### src/rtl/rtc_update_sequencer.sv
// rtc_update_sequencer
// Owns the shared databus of the clock/calendar register bank. On every 1 Hz tick it
// performs a read-increment-write of the seconds field and ripples the carry through
// min, hour, day, date, month and year. Date limits follow the live month and the leap
// rule. The bus is also lent to the timer-set controller through a req/gnt handshake.
// Every field costs three cycles (RD, CALC, WR). All outputs are registered.

module rtc_update_sequencer #(
    parameter int DATA_W     = 6,
    parameter int HOUR_MAX   = 23,
    parameter int YEAR_MAX   = 63,
    parameter int LEAP_PHASE = 0
) (
    input  logic              clk,
    input  logic              clear_n,
    input  logic              tick_1hz,
    input  logic [DATA_W-1:0] bus_rd,
    input  logic [3:0]        cur_month,
    input  logic [DATA_W-1:0] cur_year,
    input  logic              set_req,
    output logic              set_gnt,
    output logic [6:0]        field_sel,
    output logic              rd_en,
    output logic              wr_en,
    output logic [DATA_W-1:0] bus_wr,
    output logic              busy,
    output logic              done,
    output logic              overrun
);

    typedef enum logic [2:0] {IDLE, GRANT, RD, CALC, WR} state_t;

    // Field index doubles as the bit position in field_sel
    localparam logic [2:0] F_SEC   = 3'd0;
    localparam logic [2:0] F_MIN   = 3'd1;
    localparam logic [2:0] F_HOUR  = 3'd2;
    localparam logic [2:0] F_DAY   = 3'd3;
    localparam logic [2:0] F_DATE  = 3'd4;
    localparam logic [2:0] F_MONTH = 3'd5;
    localparam logic [2:0] F_YEAR  = 3'd6;

    state_t            state_q;
    logic [2:0]        field_q;
    logic              tick_pend_q;
    logic              carry_q;
    logic              set_gnt_q;
    logic [6:0]        field_sel_q;
    logic              rd_en_q;
    logic              wr_en_q;
    logic [DATA_W-1:0] bus_wr_q;
    logic              busy_q;
    logic              done_q;
    logic              overrun_q;

    logic [DATA_W-1:0] dim;
    logic              leap;
    logic [DATA_W-1:0] fieldMin;
    logic [DATA_W-1:0] fieldMax;
    logic [DATA_W-1:0] nv_d;
    logic              carry_d;
    logic              moreFields;
    logic [2:0]        nextField;

    // Days in the live month; unknown month codes fall back to 31
    always_comb begin
        leap = ((cur_year & DATA_W'(3)) == DATA_W'(LEAP_PHASE));
        case (cur_month)
            4'd2:                      dim = leap ? DATA_W'(29) : DATA_W'(28);
            4'd4, 4'd6, 4'd9, 4'd11:   dim = DATA_W'(30);
            default:                   dim = DATA_W'(31);
        endcase
    end

    // Wrap limits of the field being worked on, and its incremented value
    always_comb begin
        fieldMin = '0;
        fieldMax = DATA_W'(59);
        case (field_q)
            F_SEC, F_MIN: fieldMax = DATA_W'(59);
            F_HOUR:       fieldMax = DATA_W'(HOUR_MAX);
            F_DAY:        fieldMax = DATA_W'(6);
            F_DATE: begin
                fieldMin = DATA_W'(1);
                fieldMax = dim;
            end
            F_MONTH: begin
                fieldMin = DATA_W'(1);
                fieldMax = DATA_W'(12);
            end
            default:      fieldMax = DATA_W'(YEAR_MAX);
        endcase
        carry_d = (bus_rd >= fieldMax);
        nv_d    = carry_d ? fieldMin : bus_rd + DATA_W'(1);
    end

    // The day field always hands over to date; year carry is dropped
    always_comb begin
        nextField  = field_q + 3'd1;
        moreFields = (carry_q || (field_q == F_DAY)) && (field_q != F_YEAR);
    end

    // Sequencer state, tick bookkeeping and registered bus controls
    always_ff @(posedge clk or negedge clear_n) begin
        if (!clear_n) begin
            state_q     <= IDLE;
            field_q     <= F_SEC;
            tick_pend_q <= 1'b0;
            carry_q     <= 1'b0;
            set_gnt_q   <= 1'b0;
            field_sel_q <= '0;
            rd_en_q     <= 1'b0;
            wr_en_q     <= 1'b0;
            bus_wr_q    <= '0;
            busy_q      <= 1'b0;
            done_q      <= 1'b0;
            overrun_q   <= 1'b0;
        end else begin
            done_q <= 1'b0;

            if ((state_q == IDLE) && tick_pend_q) begin
                tick_pend_q <= tick_1hz;
            end else if (tick_1hz) begin
                if (tick_pend_q) begin
                    overrun_q <= 1'b1;
                end else begin
                    tick_pend_q <= 1'b1;
                end
            end

            case (state_q)
                IDLE: begin
                    if (tick_pend_q) begin
                        state_q     <= RD;
                        field_q     <= F_SEC;
                        field_sel_q <= 7'b1;
                        rd_en_q     <= 1'b1;
                        busy_q      <= 1'b1;
                    end else if (set_req) begin
                        state_q   <= GRANT;
                        set_gnt_q <= 1'b1;
                    end
                end
                GRANT: begin
                    if (!set_req) begin
                        state_q   <= IDLE;
                        set_gnt_q <= 1'b0;
                    end
                end
                RD: begin
                    state_q     <= CALC;
                    rd_en_q     <= 1'b0;
                    field_sel_q <= '0;
                end
                CALC: begin
                    state_q     <= WR;
                    carry_q     <= carry_d;
                    bus_wr_q    <= nv_d;
                    wr_en_q     <= 1'b1;
                    field_sel_q <= 7'b1 << field_q;
                end
                WR: begin
                    wr_en_q  <= 1'b0;
                    bus_wr_q <= '0;
                    if (moreFields) begin
                        state_q     <= RD;
                        field_q     <= nextField;
                        field_sel_q <= 7'b1 << nextField;
                        rd_en_q     <= 1'b1;
                    end else begin
                        state_q     <= IDLE;
                        field_sel_q <= '0;
                        busy_q      <= 1'b0;
                        done_q      <= 1'b1;
                    end
                end
                default: state_q <= IDLE;
            endcase
        end
    end

    assign set_gnt   = set_gnt_q;
    assign field_sel = field_sel_q;
    assign rd_en     = rd_en_q;
    assign wr_en     = wr_en_q;
    assign bus_wr    = bus_wr_q;
    assign busy      = busy_q;
    assign done      = done_q;
    assign overrun   = overrun_q;

endmodule

### config.mk
export PLATFORM = sky130hd
export DESIGN_NAME = rtc_update_sequencer
export DESIGN_NICKNAME = d
export VERILOG_FILES = /design/src/rtl/rtc_update_sequencer.sv
export SDC_FILE = /design/constraint.sdc
export NUM_CORES = 1
export LEC_CHECK = 0
export CORE_MARGIN = 2
export CORE_UTILIZATION = 30
export DETAILED_ROUTE_END_ITERATION = 8
export PLACE_DENSITY = 0.53
export SETUP_SLACK_MARGIN = 0.4
export SYNTH_ARGS = -nofsm -noshare
export SYNTH_HDL_FRONTEND = slang
export SYNTH_SLANG_ARGS = --single-unit
export TNS_END_PERCENT = 20
### constraint.sdc
create_clock -name clk -period 3 [get_ports clk]
set_input_delay 0.75 -clock clk [delete_from_list [all_inputs] [get_ports clk]]
set_output_delay 0.75 -clock clk [all_outputs]
set_load 0.005 [all_outputs]
==> results.json, run 1 <==
{
  "status": "completed",
  "gp_congestion": 0.7833,
  "area_growth_pct": 31.39,
  "hp-start": "overrun",
  "startpoint": "cur_year[1]",
  "synth.area.top_cells": "dfrtp_1 (43%), ha_1 (14%), o21ai_0 (5.4%)",
  "yosysWarnings": 0,
  "ant_nets": 0,
  "die_area_um2": 5829,
  "grt_max_degree": 28,
  "maxSlewViolCount": 0,
  "hold_path.class": "reg2reg",
  "pwr_density_cell_nw_per_um2": 698.9,
  "yosysTopAreaCellShare_pct": 43.03,
  "clkTransAtPathRegs_ns": 0.09,
  "cp_max_fo": 6,
  "irDropWorstVdd_mv": 0.2365,
  "relSlewSlack_pct": 65.20,
  "drc": 0,
  "fmax_mhz": 397.5,
  "synth_cell_types": 41,
  "ios": 39,
  "crit_arrival_ns": 2.71,
  "synth_fp_nets": 199,
  "syn_inst": 161,
  "syn-cell-area_um2": 1570,
  "port_buffers": 34,
  "layout_common_cells": "clkdlybuf4s50_1 (34), dfrtp_1 (27), nand2_1 (18), ha_1 (18), o21ai_0 (11)",
  "cts_tree": "built",
  "antenna_found_initial": 0,
  "synth_edf_count": 0,
  "grt_overflow": 0,
  "period_share_pct": 83.86,
  "worstSetupEndpointType": "flip-flop",
  "fp.dieH_um": 76.35,
  "mostFrequentLayoutCell": "clkdlybuf4s50_1",
  "async_flop_share_pct": 100.0,
  "synth_area_per_cell_um2": 9.753,
  "post-route-cell-area_um2": 2063,
  "core_area_um2": 5075,
  "p_leak_nw": 0.8835,
  "diodes": 0,
  "dp.cells": 263,
  "dp_hpwl_um": 2668,
  "vias": 1250,
  "crit_required_ns": 3.19,
  "insertion_delay_ns": 0.27,
  "cts_root_buf": "clkbuf_8",
  "fin_crit_ns": 2.516,
  "setup_viol": 0,
  "track_usage_pct": 12.63,
  "routed_wl_um": 3480,
  "avgRoutedWirePerCell_um": 13.03,
  "final_nets": 236,
  "start_util_pct": 30.94,
  "tightestPinTransition_ns": 0.5220,
  "synth_seq_area_share_pct": 43.03,
  "synth_seq_cells": 27,
  "drtIter0Drc": 74,
  "grt_pass1_wl_um": 6120,
  "hold_viol": 0,
  "final_cell_count_no_fill": 267,
  "cts_setup_buffers": 0,
  "timing.rr.start": "field_q[2]",
  "postLayoutCoreUtil_pct": 40.66,
  "cts.path.max_buffers": 2,
  "clock_sinks": 27,
  "reg2reg_depth": 10,
  "placed_cell_area_um2": 1988,
  "fin_tns_setup_ns": 0,
  "hold_depth": 1,
  "die_w_um": 76.35,
  "cts_made_buffers": 3,
  "power_mw": 1.442,
  "synth_flop_cell": "dfrtp_1",
  "num_rows": 26,
  "dr.pass1.iters": 4,
  "grt_pass1_vias": 1288,
  "grt_setup_unrepaired": "yes",
  "fillerInstances": 527,
  "viasPerCell": 4.682,
  "worstSetupPathType": "in2reg",
  "yosysTopAreaCell": "dfrtp_1",
  "critPathLaunchType": "primary input",
  "postCtsHoldBufs": 0,
  "max_cap_violations": 0,
  "layout-drive-gt1-share_pct": 10.15,
  "fin_skew_ns": 0.001213,
  "htree_num_levels": 1
}
[layer usage]
layer	vias up	share of wire, %	global-route usage [%]
met4	0	0.46	3.818
li1	650	-	-
met3	2	2.5	2.133
met2	13	47	20.88
met5	-	0	0
met1	585	50	16.97
[synthesized netlist by cell type (all sizes together) (3+ instances only)]
cell and count:
nor3 3, a221o 3, a21oi 8, nor2 11, nand3 7, nor2b 4
o21ai 19, inv 10, ha 18, buf 3, dfrtp 27, nand2 20
[worst max-delay path, stage by stage]
cell and delay [ns]:
clkdlybuf4s50_1 0.40, o21a_1 0.18, o21ai_0 0.12, o21ai_1 0.09, o21ai_1 0.14, ha_1 0.24
nand2b_1 0.15, a21oi_2 0.17, o221ai_2 0.14, nand2b_4 0.19, o21ai_0 0.15
[cell families after synthesis]
group,count (synthesis),synth area share [%]
buffers and inverters,13,3.506
adders and majority gates,18,14.34
xor gates and xnor gates,4,2.231
DFF,27,43.03
and+or+nand+nor,53,17.45
AOI/OAI and AO/OA,46,19.44
[through the flow]
step	hold WS (ns)	setup slack, ns
CTS	0.4912	0.3760
global route	0.5250	0.3701
finish	0.4896	0.4843
detailed placement	0.4701	-0.06707
global placement	0.4600	0.06794
floorplan	0.4544	0.6832
[sequential cells by signal, indices dropped and copies added (netlist names), 3 cells and up]
register and cells:
state_q 3, field_q 3, field_sel 7, bus_wr 6
[what timing repair did]
item	4_1_cts	5_1_grt
endpoints found under the setup margin	6	7
resized for setup	4	8
pin swaps	0	1
[where the power goes]
part	internal, mW	switching, mW	total [mW]
sequential	0.474	0.137	0.612
combinational	0.319	0.307	0.625
clock	0.0950	0.110	0.205
[layout make-up]
class	instances	area [um^2]	area share, %
multi-input cells	121	869.6	42.15
flip-flops and latches	27	675.6	32.75
repair buffers	35	347.8	16.86
well taps	70	87.58	4.245
clock buffers	4	45.04	2.183
inverters	10	37.54	1.819
[worst paths after layout]
check,endpoint,slack [ns]
max,bus_wr[1],0.48
min,overrun,0.49
max reg2reg,bus_wr[1],0.54
min reg2reg,overrun,0.49
max in group asynchronous,bus_wr[3],1.89
min in group asynchronous,field_sel[2],0.84
Power figures use the tool's default switching activity.
==> inputs of run 2 (changes only) <==
--- a/config.mk
+++ b/config.mk
@@ -8,7 +8,7 @@
 export CORE_MARGIN = 2
 export CORE_UTILIZATION = 30
 export DETAILED_ROUTE_END_ITERATION = 8
-export PLACE_DENSITY = 0.53
+export PLACE_DENSITY = 0.55
 export SETUP_SLACK_MARGIN = 0.4
 export SYNTH_ARGS = -nofsm -noshare
 export SYNTH_HDL_FRONTEND = slang
==> constraint.sdc (replaced) <==
create_clock -name clk -period 2.25 [get_ports clk]
set_input_delay 0.5625 -clock clk [delete_from_list [all_inputs] [get_ports clk]]
set_output_delay 0.5625 -clock clk [all_outputs]
set_load 0.005 [all_outputs]
==> run 2 against run 1 <==
Sequential share of layout area is 2.5 points lower; sequential power is 32% higher; design area is 8.6% higher; non-clock buffer count is 13 higher; first-iteration DRC count is 50% lower; register-to-register slack worse by 0.42 ns; die area stayed put; worst hold slack worse by 0.012 ns; cell count is 4.9% higher; critical path depth is 1 lower; critical path type is now reg2reg; critical endpoint is now carry_q.
==> results.json, run 2 (synthesis results as in run 1) <==
{
  "comb_power_share_pct": 45.2,
  "dr.pass1.iters": 4,
  "num_rows": 26,
  "tightestPinTransition_ns": 0.5216,
  "postCtsHoldBufs": 0,
  "clkTransAtPathRegs_ns": 0.09,
  "diodes": 0,
  "max_cap_violations": 0,
  "cts_made_buffers": 3,
  "largest_register_ffs": 7,
  "post-place-ws_ns": -0.4390,
  "clock_sinks": 27,
  "track_usage_pct": 12.91,
  "irDropWorstVdd_mv": 0.3165,
  "grt_overflow": 0,
  "period_share_pct": 94.56,
  "fmax_mhz": 470.0,
  "start_util_pct": 30.94,
  "mostFrequentLayoutCell": "clkdlybuf4s50_1",
  "hold_path.class": "reg2reg",
  "p_int_mw": 1.224,
  "core_area_um2": 5075,
  "worstSetupPathType": "reg2reg",
  "layout_common_cells": "clkdlybuf4s50_1 (28), dfrtp_1 (25), nand2_1 (17)",
  "clockPowerShare_pct": 13.9,
  "fin_skew_ns": 0.007405,
  "layout-drive-gt1-share_pct": 22.38,
  "p_seq_share_pct": 40.9,
  "antenna_found_initial": 0,
  "fp.dieH_um": 76.35,
  "relSlewSlack_pct": 65.23,
  "grt_pass1_vias": 1272,
  "insertion_delay_ns": 0.28,
  "die_area_um2": 5829,
  "critPathLaunchType": "flip-flop",
  "drc": 0,
  "pwr_density_cell_nw_per_um2": 883.8,
  "cts_root_buf": "clkbuf_8",
  "grt_max_degree": 28,
  "p_switching_mw": 0.7567,
  "whs_ns": 0.4773,
  "area_growth_pct": 42.71,
  "p_leak_nw": 0.9639,
  "vias": 1320,
  "crit_arrival_ns": 2.30,
  "p_sw_share_pct": 38.21,
  "cts.path.max_buffers": 2,
  "htree_num_levels": 1,
  "routed_wl_um": 3416,
  "crit_required_ns": 2.43,
  "placed_cell_area_um2": 2103,
  "status": "completed",
  "setup_viol": 0,
  "viasPerCell": 4.714,
  "fin_crit_ns": 2.128,
  "grt_setup_unrepaired": "yes",
  "grt_pass1_wl_um": 6223,
  "cp_max_fo": 6,
  "final_nets": 249,
  "dp_hpwl_um": 2595,
  "fin_ws_ns": 0.1225,
  "final_cell_count_no_fill": 280,
  "gp_congestion": 0.7876,
  "hold_viol": 0,
  "cts_tree": "built",
  "drtIter0Drc": 37,
  "avgRoutedWirePerCell_um": 12.20,
  "port_buffers": 34,
  "worstSetupEndpointType": "flip-flop",
  "ant_nets": 0,
  "die_w_um": 76.35,
  "maxSlewViolCount": 0,
  "dp.cells": 272,
  "post-route-cell-area_um2": 2241,
  "ios": 39
}
-- run 2: per-stage QoR --
| stage | util [%] | setup TNS, ns | power [mW] |
|---|---|---|---|
| 2_1_floorplan | - | 0 | 1.315 |
| 3_3_place_gp | 41.44 | -2.513 | 1.681 |
| 3_5_place_dp | 41.44 | -2.919 | 1.686 |
| 4_1_cts | 43.91 | 0 | 1.996 |
| 5_1_grt | 44.16 | 0 | 2.152 |
| 6_report | 44.16 | 0 | 1.980 |
-- run 2: worst paths after layout --
check	to	slack [ns]	cells after the start	startpoint
min in group asynchronous	field_sel[1]	0.65	2	clear_n
min	overrun	0.48	1	overrun
max	carry_q	0.12	10	field_q[1]
max reg2reg	carry_q	0.12	10	field_q[1]
min reg2reg	overrun	0.48	1	overrun
max in group asynchronous	field_q[1]	1.33	2	clear_n
-- run 2: area by class of cell --
| cell class | count | area [um^2] |
|---|---|---|
| Clock buffer | 3 | 41.29 |
| Clock inverter | 1 | 5.005 |
| Fill cell | 537 | 2834 |
| Inverter | 10 | 40.04 |
| Multi-Input combinational cell | 121 | 932.1 |
| Sequential cell | 27 | 678.2 |
| Tap cell | 70 | 87.58 |
| Timing Repair Buffer | 48 | 456.7 |
-- run 2: power groups by stage --
| stage | clock network, mW | logic, mW | registers, mW |
|---|---|---|---|
| floorplan | 0 | 0.558 | 0.757 |
| global placement | 0 | 0.862 | 0.819 |
| detailed placement | 0 | 0.866 | 0.821 |
| CTS | 0.287 | 0.898 | 0.811 |
| global route | 0.311 | 0.999 | 0.842 |
| finish | 0.276 | 0.894 | 0.810 |
-- run 2: critical path, cell delays in order, from the launching register on --
cell      delay [ns]
dfrtp_2         0.47
buf_6           0.14
ha_4            0.16
nor3_4          0.18
o21ai_1         0.10
ha_1            0.28
nand2b_4        0.14
a21oi_2         0.13
o221ai_2        0.12
nand2b_4        0.19
o21a_1          0.11
-- run 2: routing by layer --
metal	share of wire (%)	up-vias	GRT usage (%)
li1	-	672	-
met1	49	614	18.22
met2	46	30	20.00
met3	4.7	4	3.318
met4	0.61	0	2.727
met5	0	-	0
-- run 2: timing repair --
action	CTS	global route
endpoints found under the hold margin	0	0
setup buffers	4	0
setup endpoints to repair	10	14
gates resized for setup	23	3
pin swaps	13	7
==> inputs of run 3 (changes only) <==
--- a/config.mk
+++ b/config.mk
@@ -6,9 +6,9 @@
 export NUM_CORES = 1
 export LEC_CHECK = 0
 export CORE_MARGIN = 2
-export CORE_UTILIZATION = 30
+export CORE_UTILIZATION = 44
 export DETAILED_ROUTE_END_ITERATION = 8
-export PLACE_DENSITY = 0.55
+export PLACE_DENSITY = 0.75
 export SETUP_SLACK_MARGIN = 0.4
 export SYNTH_ARGS = -nofsm -noshare
 export SYNTH_HDL_FRONTEND = slang
==> run 3 against run 2 <==
Global-route usage rose by 7.3 points; cell count is 10% lower; sequential share of layout area is 0.85 points higher; non-clock buffer count is 5 lower; routed wire length is 10% higher; clock power shrank 22%; total power fell by 0.37%; design area fell by 2.7%; combinational power grew 6.3%; core utilization is 20 points higher; worst hold slack gained 0.016 ns; highest routed layer unchanged.
==> results.json, run 3 (synthesis results as in run 1) <==
{
  "ant_nets": 0,
  "largest_register_ffs": 7,
  "layout-drive-gt1-share_pct": 22.44,
  "irDropWorstVdd_mv": 0.3655,
  "diodes": 0,
  "p_sw_share_pct": 40.10,
  "grt_use_met2_pct": 35.39,
  "antenna_found_initial": 0,
  "worstSetupPathType": "reg2reg",
  "layout_common_cells": "clkdlybuf4s50_1 (27), dfrtp_1 (25), nand2_1 (17)",
  "grt_max_degree": 28,
  "area_growth_pct": 38.80,
  "cts_tree": "built",
  "hold_path.class": "reg2reg",
  "worstSetupEndpointType": "flip-flop",
  "post-place-ws_ns": -0.4242,
  "grt.met1_usage_pct": 23.57,
  "track_usage_pct": 20.21,
  "whs_ns": 0.4937,
  "clkTransAtPathRegs_ns": 0.14,
  "vias": 1379,
  "core_area_um2": 3390,
  "status": "completed",
  "fin_tns_setup_ns": 0,
  "ios": 39,
  "p_int_mw": 1.182,
  "fmax_mhz": 454.7,
  "start_util_pct": 46.33,
  "placed_cell_area_um2": 2031,
  "cts_made_buffers": 3,
  "fin_crit_ns": 2.199,
  "grt_pass1_vias": 1383,
  "cts_root_buf": "clkbuf_4",
  "clockPowerShare_pct": 10.8,
  "fin_skew_ns": 0.0008482,
  "fillerInstances": 280,
  "routed_wl_um": 3769,
  "crit_arrival_ns": 2.44,
  "pwr_density_cell_nw_per_um2": 905.3,
  "dr.pass1.iters": 4,
  "grt_setup_unrepaired": "yes",
  "p_seq_share_pct": 41.0,
  "max_cap_violations": 0,
  "critPathLaunchType": "flip-flop",
  "die_area_um2": 4063,
  "post-route-cell-area_um2": 2180,
  "port_buffers": 34,
  "grt_overflow": 0,
  "tightestPinTransition_ns": 0.5056,
  "relSlewSlack_pct": 66.30,
  "mostFrequentLayoutCell": "clkdlybuf4s50_1",
  "cts.path.max_buffers": 2,
  "fp.dieH_um": 63.74,
  "final_nets": 244,
  "clock_sinks": 27,
  "cp_max_fo": 6,
  "viasPerCell": 5.494,
  "p_switching_mw": 0.7913,
  "drc": 0,
  "dp_hpwl_um": 2771,
  "setup_viol": 0,
  "insertion_delay_ns": 0.33,
  "comb_power_share_pct": 48.2,
  "hold_viol": 0,
  "drtIter0Drc": 85,
  "num_rows": 21,
  "gp_congestion": 0.9085,
  "fin_ws_ns": 0.05052,
  "maxSlewViolCount": 0,
  "die_w_um": 63.74,
  "htree_num_levels": 1,
  "grt_pass1_wl_um": 6327,
  "avgRoutedWirePerCell_um": 15.02,
  "period_share_pct": 97.75,
  "postLayoutCoreUtil_pct": 64.30,
  "top_usage_layer": "met2",
  "grt_use_met3_pct": 2.465,
  "crit_required_ns": 2.49,
  "p_leak_nw": 0.9524
}
==> run 3: final cells by class <==
type                            count  area (um^2)  area share, %
Inverter                           10        37.54          1.722
Sequential cell                    27        678.2          31.11
Clock buffer                        4        26.28          1.206
Timing Repair Buffer               43        410.4          18.83
Tap cell                           46        57.56          2.641
Multi-Input combinational cell    121        969.7          44.49
==> run 3: power groups by stage <==
stage | Sequential [mW] | Combinational [mW] | Clock [mW]
6_report | 0.809 | 0.950 | 0.214
5_1_grt | 0.838 | 1.05 | 0.237
4_1_cts | 0.806 | 0.904 | 0.218
3_5_place_dp | 0.817 | 0.869 | 0
3_3_place_gp | 0.810 | 0.832 | 0
2_1_floorplan | 0.757 | 0.558 | 0
==> run 3: path summary, 6_finish.rpt <==
path                       startpoint    endpoint  slack, ns  cells after the start
setup / recovery           field_q[1]     carry_q       0.05                     10
hold / removal                overrun     overrun       0.49                      1
setup reg to reg           field_q[1]     carry_q       0.05                     10
hold reg to reg               overrun     overrun       0.49                      1
max in group asynchronous     clear_n  field_q[1]       1.40                      2
min in group asynchronous     clear_n     overrun       0.58                      2
==> run 3: layer usage <==
metal	wire length, um	part of all wire [%]
met5	0	0
met4	111	2.9
met3	145	3.8
met2	2006	53
met1	1506	40
==> run 3: through the flow <==
step / power [mW] / cells
finish: 1.973 / 251
floorplan: 1.315 / 161
global route: 2.124 / 251
detailed placement: 1.686 / 244
CTS: 1.928 / 251
global placement: 1.641 / 244
==> run 3: critical path, stage by stage, from the launching register on <==
cell and delay (ns):
dfrtp_2 0.45, inv_2 0.08, ha_1 0.21, nand2_2 0.11, nor2_1 0.08, nor4_2 0.25
ha_1 0.32, a21oi_4 0.18, o221ai_2 0.12, nand2b_4 0.19, o21a_1 0.11
==> run 3: what timing repair did <==
item,in CTS,in global routing
hold buffers,0,0
pin swaps,12,11
setup buffers,3,0
endpoints found under the setup margin,10,21
endpoints found under the hold margin,0,0
resized for setup,20,15
